===== src/rtl/cisc_pkg.sv =====
// cisc_pkg: shared addressing-mode and fetch-state types plus default widths.
package cisc_pkg;
   localparam int RAM_ADDR_W = 8;
   localparam int RAM_DATA_W = 8;
   localparam int REG_ADDR_W = 4;
   localparam int REG_DATA_W = 8;
   localparam int OPERAND_W  = 8;

   typedef enum logic [1:0] {
      IMM   = 2'b00,
      DIR   = 2'b01,
      INDIR = 2'b10,
      REG   = 2'b11
   } addr_mode_t;

   typedef enum logic [2:0] {
      IDLE     = 3'd0,
      REG_REQ  = 3'd1,
      REG_WAIT = 3'd2,
      RAM_REQ  = 3'd3,
      RAM_WAIT = 3'd4,
      DONE     = 3'd5
   } fetch_state_t;
endpackage


===== src/rtl/operand_fetch_ctrl.sv =====
// operand_fetch_ctrl: multi-cycle operand fetch over sync-read register file and RAM.
// Define OPERAND_FETCH_AUTOINC_EN to post-increment the pointer register in INDIR mode.
module operand_fetch_ctrl
   import cisc_pkg::*;
#(
   parameter int RAM_ADDR_WIDTH = RAM_ADDR_W,
   parameter int RAM_DATA_WIDTH = RAM_DATA_W,
   parameter int REG_ADDR_WIDTH = REG_ADDR_W,
   parameter int REG_DATA_WIDTH = REG_DATA_W,
   parameter int OPERAND_WIDTH  = OPERAND_W
) (
   input  logic                      clk,
   input  logic                      rst,
   input  logic                      start,
   input  logic [1:0]                mode,
   input  logic [OPERAND_WIDTH-1:0]  operand_in,
   output logic                      busy,
   output logic                      valid,
   output logic [RAM_DATA_WIDTH-1:0] data_out,
   output logic                      reg_rd_en,
   output logic [REG_ADDR_WIDTH-1:0] reg_addr,
   input  logic [REG_DATA_WIDTH-1:0] reg_rd_data,
   output logic                      reg_wr_en,
   output logic [REG_DATA_WIDTH-1:0] reg_wr_data,
   output logic                      ram_rd_en,
   output logic [RAM_ADDR_WIDTH-1:0] ram_addr,
   input  logic [RAM_DATA_WIDTH-1:0] ram_rd_data
);
   fetch_state_t              state_q, state_d;
   addr_mode_t                mode_q, mode_d;
   logic [OPERAND_WIDTH-1:0]  operand_q, operand_d;
   logic [RAM_ADDR_WIDTH-1:0] ptr_q, ptr_d;
   logic [RAM_DATA_WIDTH-1:0] data_q, data_d;

   always_ff @(posedge clk) begin
      if (rst) begin
         state_q   <= IDLE;
         mode_q    <= IMM;
         operand_q <= '0;
         ptr_q     <= '0;
         data_q    <= '0;
      end else begin
         state_q   <= state_d;
         mode_q    <= mode_d;
         operand_q <= operand_d;
         ptr_q     <= ptr_d;
         data_q    <= data_d;
      end
   end

   always_comb begin
      state_d     = state_q;
      mode_d      = mode_q;
      operand_d   = operand_q;
      ptr_d       = ptr_q;
      data_d      = data_q;
      busy        = state_q != IDLE;
      valid       = state_q == DONE;
      data_out    = data_q;
      reg_rd_en   = 1'b0;
      reg_addr    = '0;
      reg_wr_en   = 1'b0;
      reg_wr_data = '0;
      ram_rd_en   = 1'b0;
      ram_addr    = '0;
      case (state_q)
         IDLE: if (start) begin
            mode_d    = addr_mode_t'(mode);
            operand_d = operand_in;
            state_d   = mode_d == IMM ? DONE : mode_d == DIR ? RAM_REQ : REG_REQ;
            data_d    = mode_d == IMM ? RAM_DATA_WIDTH'(operand_in) : data_q;
         end
         REG_REQ: begin
            reg_rd_en = 1'b1;
            reg_addr  = operand_q[REG_ADDR_WIDTH-1:0];
            state_d   = REG_WAIT;
         end
         REG_WAIT: begin
            data_d  = mode_q == REG ? RAM_DATA_WIDTH'(reg_rd_data) : data_q;
            ptr_d   = mode_q == REG ? ptr_q : RAM_ADDR_WIDTH'(reg_rd_data);
            state_d = mode_q == REG ? DONE : RAM_REQ;
`ifdef OPERAND_FETCH_AUTOINC_EN
            // RAM uses the pointer latched above, i.e. the pre-increment value
            reg_wr_en   = mode_q == INDIR;
            reg_addr    = mode_q == INDIR ? operand_q[REG_ADDR_WIDTH-1:0] : '0;
            reg_wr_data = mode_q == INDIR ? reg_rd_data + REG_DATA_WIDTH'(1) : '0;
`endif
         end
         RAM_REQ: begin
            ram_rd_en = 1'b1;
            ram_addr  = mode_q == DIR ? RAM_ADDR_WIDTH'(operand_q) : ptr_q;
            state_d   = RAM_WAIT;
         end
         RAM_WAIT: begin
            data_d  = ram_rd_data;
            state_d = DONE;
         end
         DONE:    state_d = IDLE;
         default: state_d = IDLE;
      endcase
   end
endmodule


===== config.mk =====
export PLATFORM = sky130hd
export DESIGN_NAME = operand_fetch_ctrl
export DESIGN_NICKNAME = d
export VERILOG_FILES = /design/src/rtl/cisc_pkg.sv /design/src/rtl/operand_fetch_ctrl.sv
export SDC_FILE = /design/constraint.sdc
export NUM_CORES = 1
export LEC_CHECK = 0
export CORE_UTILIZATION = 39
export DETAILED_ROUTE_END_ITERATION = 10
export GPL_TIMING_DRIVEN = 1
export PLACE_DENSITY = 0.75
export SETUP_SLACK_MARGIN = 0.4
export SYNTH_ARGS = -nofsm -noshare
export SYNTH_HDL_FRONTEND = slang
export SYNTH_SLANG_ARGS = --single-unit

===== constraint.sdc =====
create_clock -name clk -period 1.4 [get_ports clk]
set_input_delay 0.21 -clock clk [delete_from_list [all_inputs] [get_ports clk]]
set_output_delay 0.21 -clock clk [all_outputs]
set_load 0.02 [all_outputs]

After elaboration in Yosys (flattened, before gate mapping):

Index checks and enable logic that the tools add are counted.

* register bits after elaboration: 29
* input bits: 29
* output and inout bits: 33
* logic and storage cells: 38

* eq/ne operators: 11
* muxes and demuxes: 14
* bitwise logic cells: 1
* reduce and logical (&&, ||, !) cells: 7

Operator list (count)
* $mux 8: 5
* $pmux 8 s3: 1
* $pmux 3 s5: 1
* $mux 3: 3
* $eq 3x2->1 const B: 2
* $eq 3x3->1 const B: 2
* $ne 2x2->1 const B: 3
* $reduce_bool 3->1: 2
* $eq 2x1->1 const B: 2
* $mux 4: 1
* $reduce_and 2->1: 2
* $reduce_and 4->1: 1
* $eq 3x1->1 const B: 1
* $logic_not 3->1: 1
* $eq 2x2->1 const B: 1
* $logic_not 2->1: 1
* $mux 1: 2
* $mux 2: 1
* $not 1->1: 1

Depth between registers and ports, before layout:

* depth in word-level cells: 5
* depth in mapped cells: 6
* mapped depth without buffers: 5

Worst setup path after synthesis:

No wires, ideal clock.

* kind: reg2out
* start: reg state_q[1]
* end: out ram_addr[0]
* data arrival time: 1381 ps
* data required time: 1190 ps
* setup slack: -191 ps
* stages on the path, launching flop included: 5
* path buffers: 2
* path through: dfxtp_1 > buf_2 > buf_2 > nand3b_1 > a21oi_1

* word-level cells in the longest chain between the ends: 2

RTL lines
* start: declaration: RTL line operand_fetch_ctrl.sv:29 `fetch_state_t state_q, state_d;`
* start signal: assignment: RTL line operand_fetch_ctrl.sv:43 `state_q <= state_d;`
* $eq 3x2->1: RTL line operand_fetch_ctrl.sv:66 `case (state_q)`
* $mux 8: RTL line operand_fetch_ctrl.sv:66
* end: declaration: RTL line operand_fetch_ctrl.sv:26 `output logic [RAM_ADDR_WIDTH-1:0] ram_addr,`

No other way between the ends.

Worst setup path after layout:

* start: reg mode_q[1]
* end: out ram_addr[5]

* word-level cells in the longest chain between the ends: 3

RTL lines
* start: declaration: RTL line operand_fetch_ctrl.sv:30 `addr_mode_t mode_q, mode_d;`
* start signal: assignment: RTL line operand_fetch_ctrl.sv:44 `mode_q <= mode_d;`
* $eq 2x1->1: RTL line operand_fetch_ctrl.sv:91 `ram_addr = mode_q == DIR ? RAM_ADDR_WIDTH'(operand_q) : ptr_q;`
* $mux 8: RTL line operand_fetch_ctrl.sv:91
* $mux 8: RTL line operand_fetch_ctrl.sv:66

No other way between the ends.

==> impl_metrics.yaml <==
outcome:
  status: "finished, violations left"
  violations: "negative setup slack"
layout:
  drive_gt1_frac: 0.5236
  regArea_um2: 600.6
  antenna_cells: 0
  fin_nets: 324
  final_util: 0.7839
  multi_input_area_um2: 1184
  num-fill-cells: 247
  instances_no_fill: 344
  final_cell_area_um2: 2978
  area_delta_synth_final_pct: 85.94
logic_synthesis:
  ys_ff_latch: 29
  synth_cells: 201
  netlist-cell-type-count: 30
  synth.cell_area_um2: 1602
  synth.avg_cell_area_um2: 7.968
  synthFlopType: "dfxtp_1"
  synth_area_leader_cell: "dfxtp_1"
  synth_top_area_share: 0.3625
  synth-seq-area-share: 0.3625
  synth_edf_count: 0
  synth_common_cells: "38 x nand2_1, 29 x a21oi_1, 29 x dfxtp_1, 24 x mux2i_1, 22 x nor2_1"
  yosys-top-cells-area: "dfxtp_1 36%, mux2i_1 15%, a21oi_1 9.1%, nand2_1 8.9%, nor2_1 5.2%"
  synthArstFlopShare: 0
  yosysMostFrequentCell: "nand2_1"
  yosys_warnings: 0
routing:
  vias_per_cell: 5.547
  wl_um: 6496
  wl_per_cell_um: 18.88
  initialDrtViolationCount: 182
  first_pass_iters: 4
  ant_nets: 0
  vias: 1908
  drcViolationCount: 0
floorplanning:
  die_w_um: 66.08
  dieArea_um2: 4367
  rows: 22
  fp.dieH_um: 66.08
  ios: 62
  core_area_um2: 3799
  start_util: 0.4216
placed_design:
  place_area_um2: 2390
  numPortBuffers: 52
  place_ws_ns: -0.3231
  gp_congestion: 0.8795
  dp.cells: 322
  hpwl_um: 3451
worst_setup_path:
  path_cells: "nand2b_4 -> buf_6 -> nand2_1 -> a21oi_1 -> buf_4"
  cp.arrival_ns: 1.45
  crit_buf_inv: 2
  cp_top_family: "flip-flops"
  rr_endpoint: "operand_q[2]$_SDFFE_PP0P_"
  max_stage_delay_ns: 0.38
  r2r_slack_ns: -0.26
  r2r_cells: 7
  crit_path_end_kind: "output pin"
  path_class: "flip-flop to output pin"
  slowest_stage: "dfxtp_2"
  required_ns: 1.19
  timing.rr.start: "state_q[1]$_SDFFE_PP0P_"
  cp_max_fo: 6
  cp-start-kind: "flip-flop"
sta:
  clock_skew_ns: 0.002095
  period_share: 1.188
  timing.final.max_slew_violations: 0
  fin_crit_ns: 1.663
  hold_violations: 0
  fin_ws_ns: -0.2634
  setup_viol: 44
  rsz0062_at_grt: "true"
  fmax_mhz: 601.2
job:
  maxCapViolCount: 0
power:
  p_int_mw: 2.184
  p_leak_nw: 1.242
  p_sw_frac: 0.3581
  power_mw: 3.402
  pwr-share-seq: 0.303
  ir_drop_mv: 0.8739
  power_frac_comb: 0.468
  clockPowerShare: 0.230
  p_per_area_nw_per_um2: 1142
  switchingPower_mw: 1.218
grt:
  grt_max_degree: 14
  overflow: 0
  grt_first_pass_wirelength_um: 8997
  grt_pass1_vias: 1872
  grt_usage: 0.2761
  antenna_found_initial: 0
clock_tree:
  clock_path_buffers: 2
  clock_latency_ns: 0.29
  clock-sinks: 29
  path_clk_slew_ns: 0.06
  cts_tree: "yes"
  cts_root_buffer: "clkbuf_8"
  cts_hold_buf: 0
  htree_levels: 2
  numCtsBuffers: 5
min_path:
  hold_start: "operand_q[5]$_SDFFE_PP0P_"
  min_path_cells: 2
  worstHoldEndpoint: "operand_q[5]$_SDFFE_PP0P_"
  hold_path_class: "flip-flop to flip-flop"
per-layer routing:
metal  wire length [µm]  part of all wire  vias to the layer above  global-route usage
li1                   -                 -                      859                   -
met1               2635              0.41                      902              0.3249
met2               3100              0.48                      123              0.4732
met3                518             0.080                       24             0.05172
met4                242             0.037                        0              0.1410
met5                  0                 0                        -                   0
power groups by stage:
stage | Sequential (mW) | Combinational [mW] | Clock [mW]
after floorplan | 1.04 | 0.622 | 0
after global placement | 1.00 | 1.09 | 0
after detailed placement | 1.01 | 1.10 | 0
after CTS | 1.01 | 1.35 | 0.774
after global routing | 1.04 | 1.67 | 0.827
final | 1.03 | 1.59 | 0.781
cell type report:
cell class / instances / share of cell area
Clock buffer: 7 / 0.03235
Timing Repair Buffer: 100 / 0.3433
Inverter: 2 / 0.003361
Sequential cell: 29 / 0.2017
Clock inverter: 1 / 0.001681
Tap cell: 48 / 0.02017
Multi-Input combinational cell: 157 / 0.3975
logic make-up (layout without fill, tap and decap cells):
kind of cell           after synthesis  in the layout  synth area share
AND/OR/NAND/NOR                     79             79            0.2234
AO/OA/AOI/OAI                       43             43            0.1578
flip-flops                          29             29            0.3625
multiplexers                        26             26            0.1641
other                                1              9          0.002342
buffers and inverters               23            110           0.08984
placed cells by master (no fill, tap or decap), types with 3 or more instances in the layout:
master and count:
a21oi_1 11, a21oi_2 17, buf_12 4, buf_4 36
buf_6 27, buf_8 4, clkbuf_8 7, clkdlybuf4s50_1 28
conb_1 9, dfxtp_1 19, dfxtp_2 7, dfxtp_4 3
mux2i_1 24, nand2_1 14, nand2_2 18, nand2_4 6
nand2b_4 3, nor2_1 19, nor2_4 3, o22ai_1 6
repair_timing:
item	4_1_cts	5_1_grt
pin swaps	32	27
resized for setup	179	55
setup buffers	9	4
gates cloned	1	0
endpoints found under the setup margin	53	51
metrics by stage:
stage	hold WS (ns)	setup TNS (ns)
global route	0.5013	-6.630
finish	0.4851	-4.430
detailed placement	0.4465	-9.029
floorplan	0.3460	-1.562
global placement	0.4497	-7.572
CTS	0.4646	-1.847
flip-flops by register name, summed over array words and instances, names as in the netlist:
register / flops
data_out: 8
mode_q: 2
operand_q: 8
ptr_q: 8
state_q: 3
worst reg2reg max path, delay by kind of cell, from the launching register on:
kind | cells | cell delay, ns
buf+inv | 3 | 0.48
flops | 1 | 0.39
simple gates | 3 | 0.52
compound gates | 1 | 0.18
worst max-delay path by stage:
stage | endpoint | from | cells after the start | slack [ns]
2_1_floorplan | ram_addr[0] | state_q[2]$_SDFFE_PP0P_ | 4 | -0.16
3_3_place_gp | ram_addr[7] | mode_q[1]$_SDFFE_PP0P_ | 5 | -0.27
3_5_place_dp | ram_addr[7] | mode_q[1]$_SDFFE_PP0P_ | 5 | -0.32
4_1_cts | ram_addr[7] | mode_q[0]$_SDFFE_PP0P_ | 5 | -0.14
5_1_grt | ram_addr[5] | state_q[1]$_SDFFE_PP0P_ | 4 | -0.29
6_report | ram_addr[5] | mode_q[1]$_SDFFE_PP0P_ | 5 | -0.26
No activity file was read; power rests on OpenSTA's default activity.
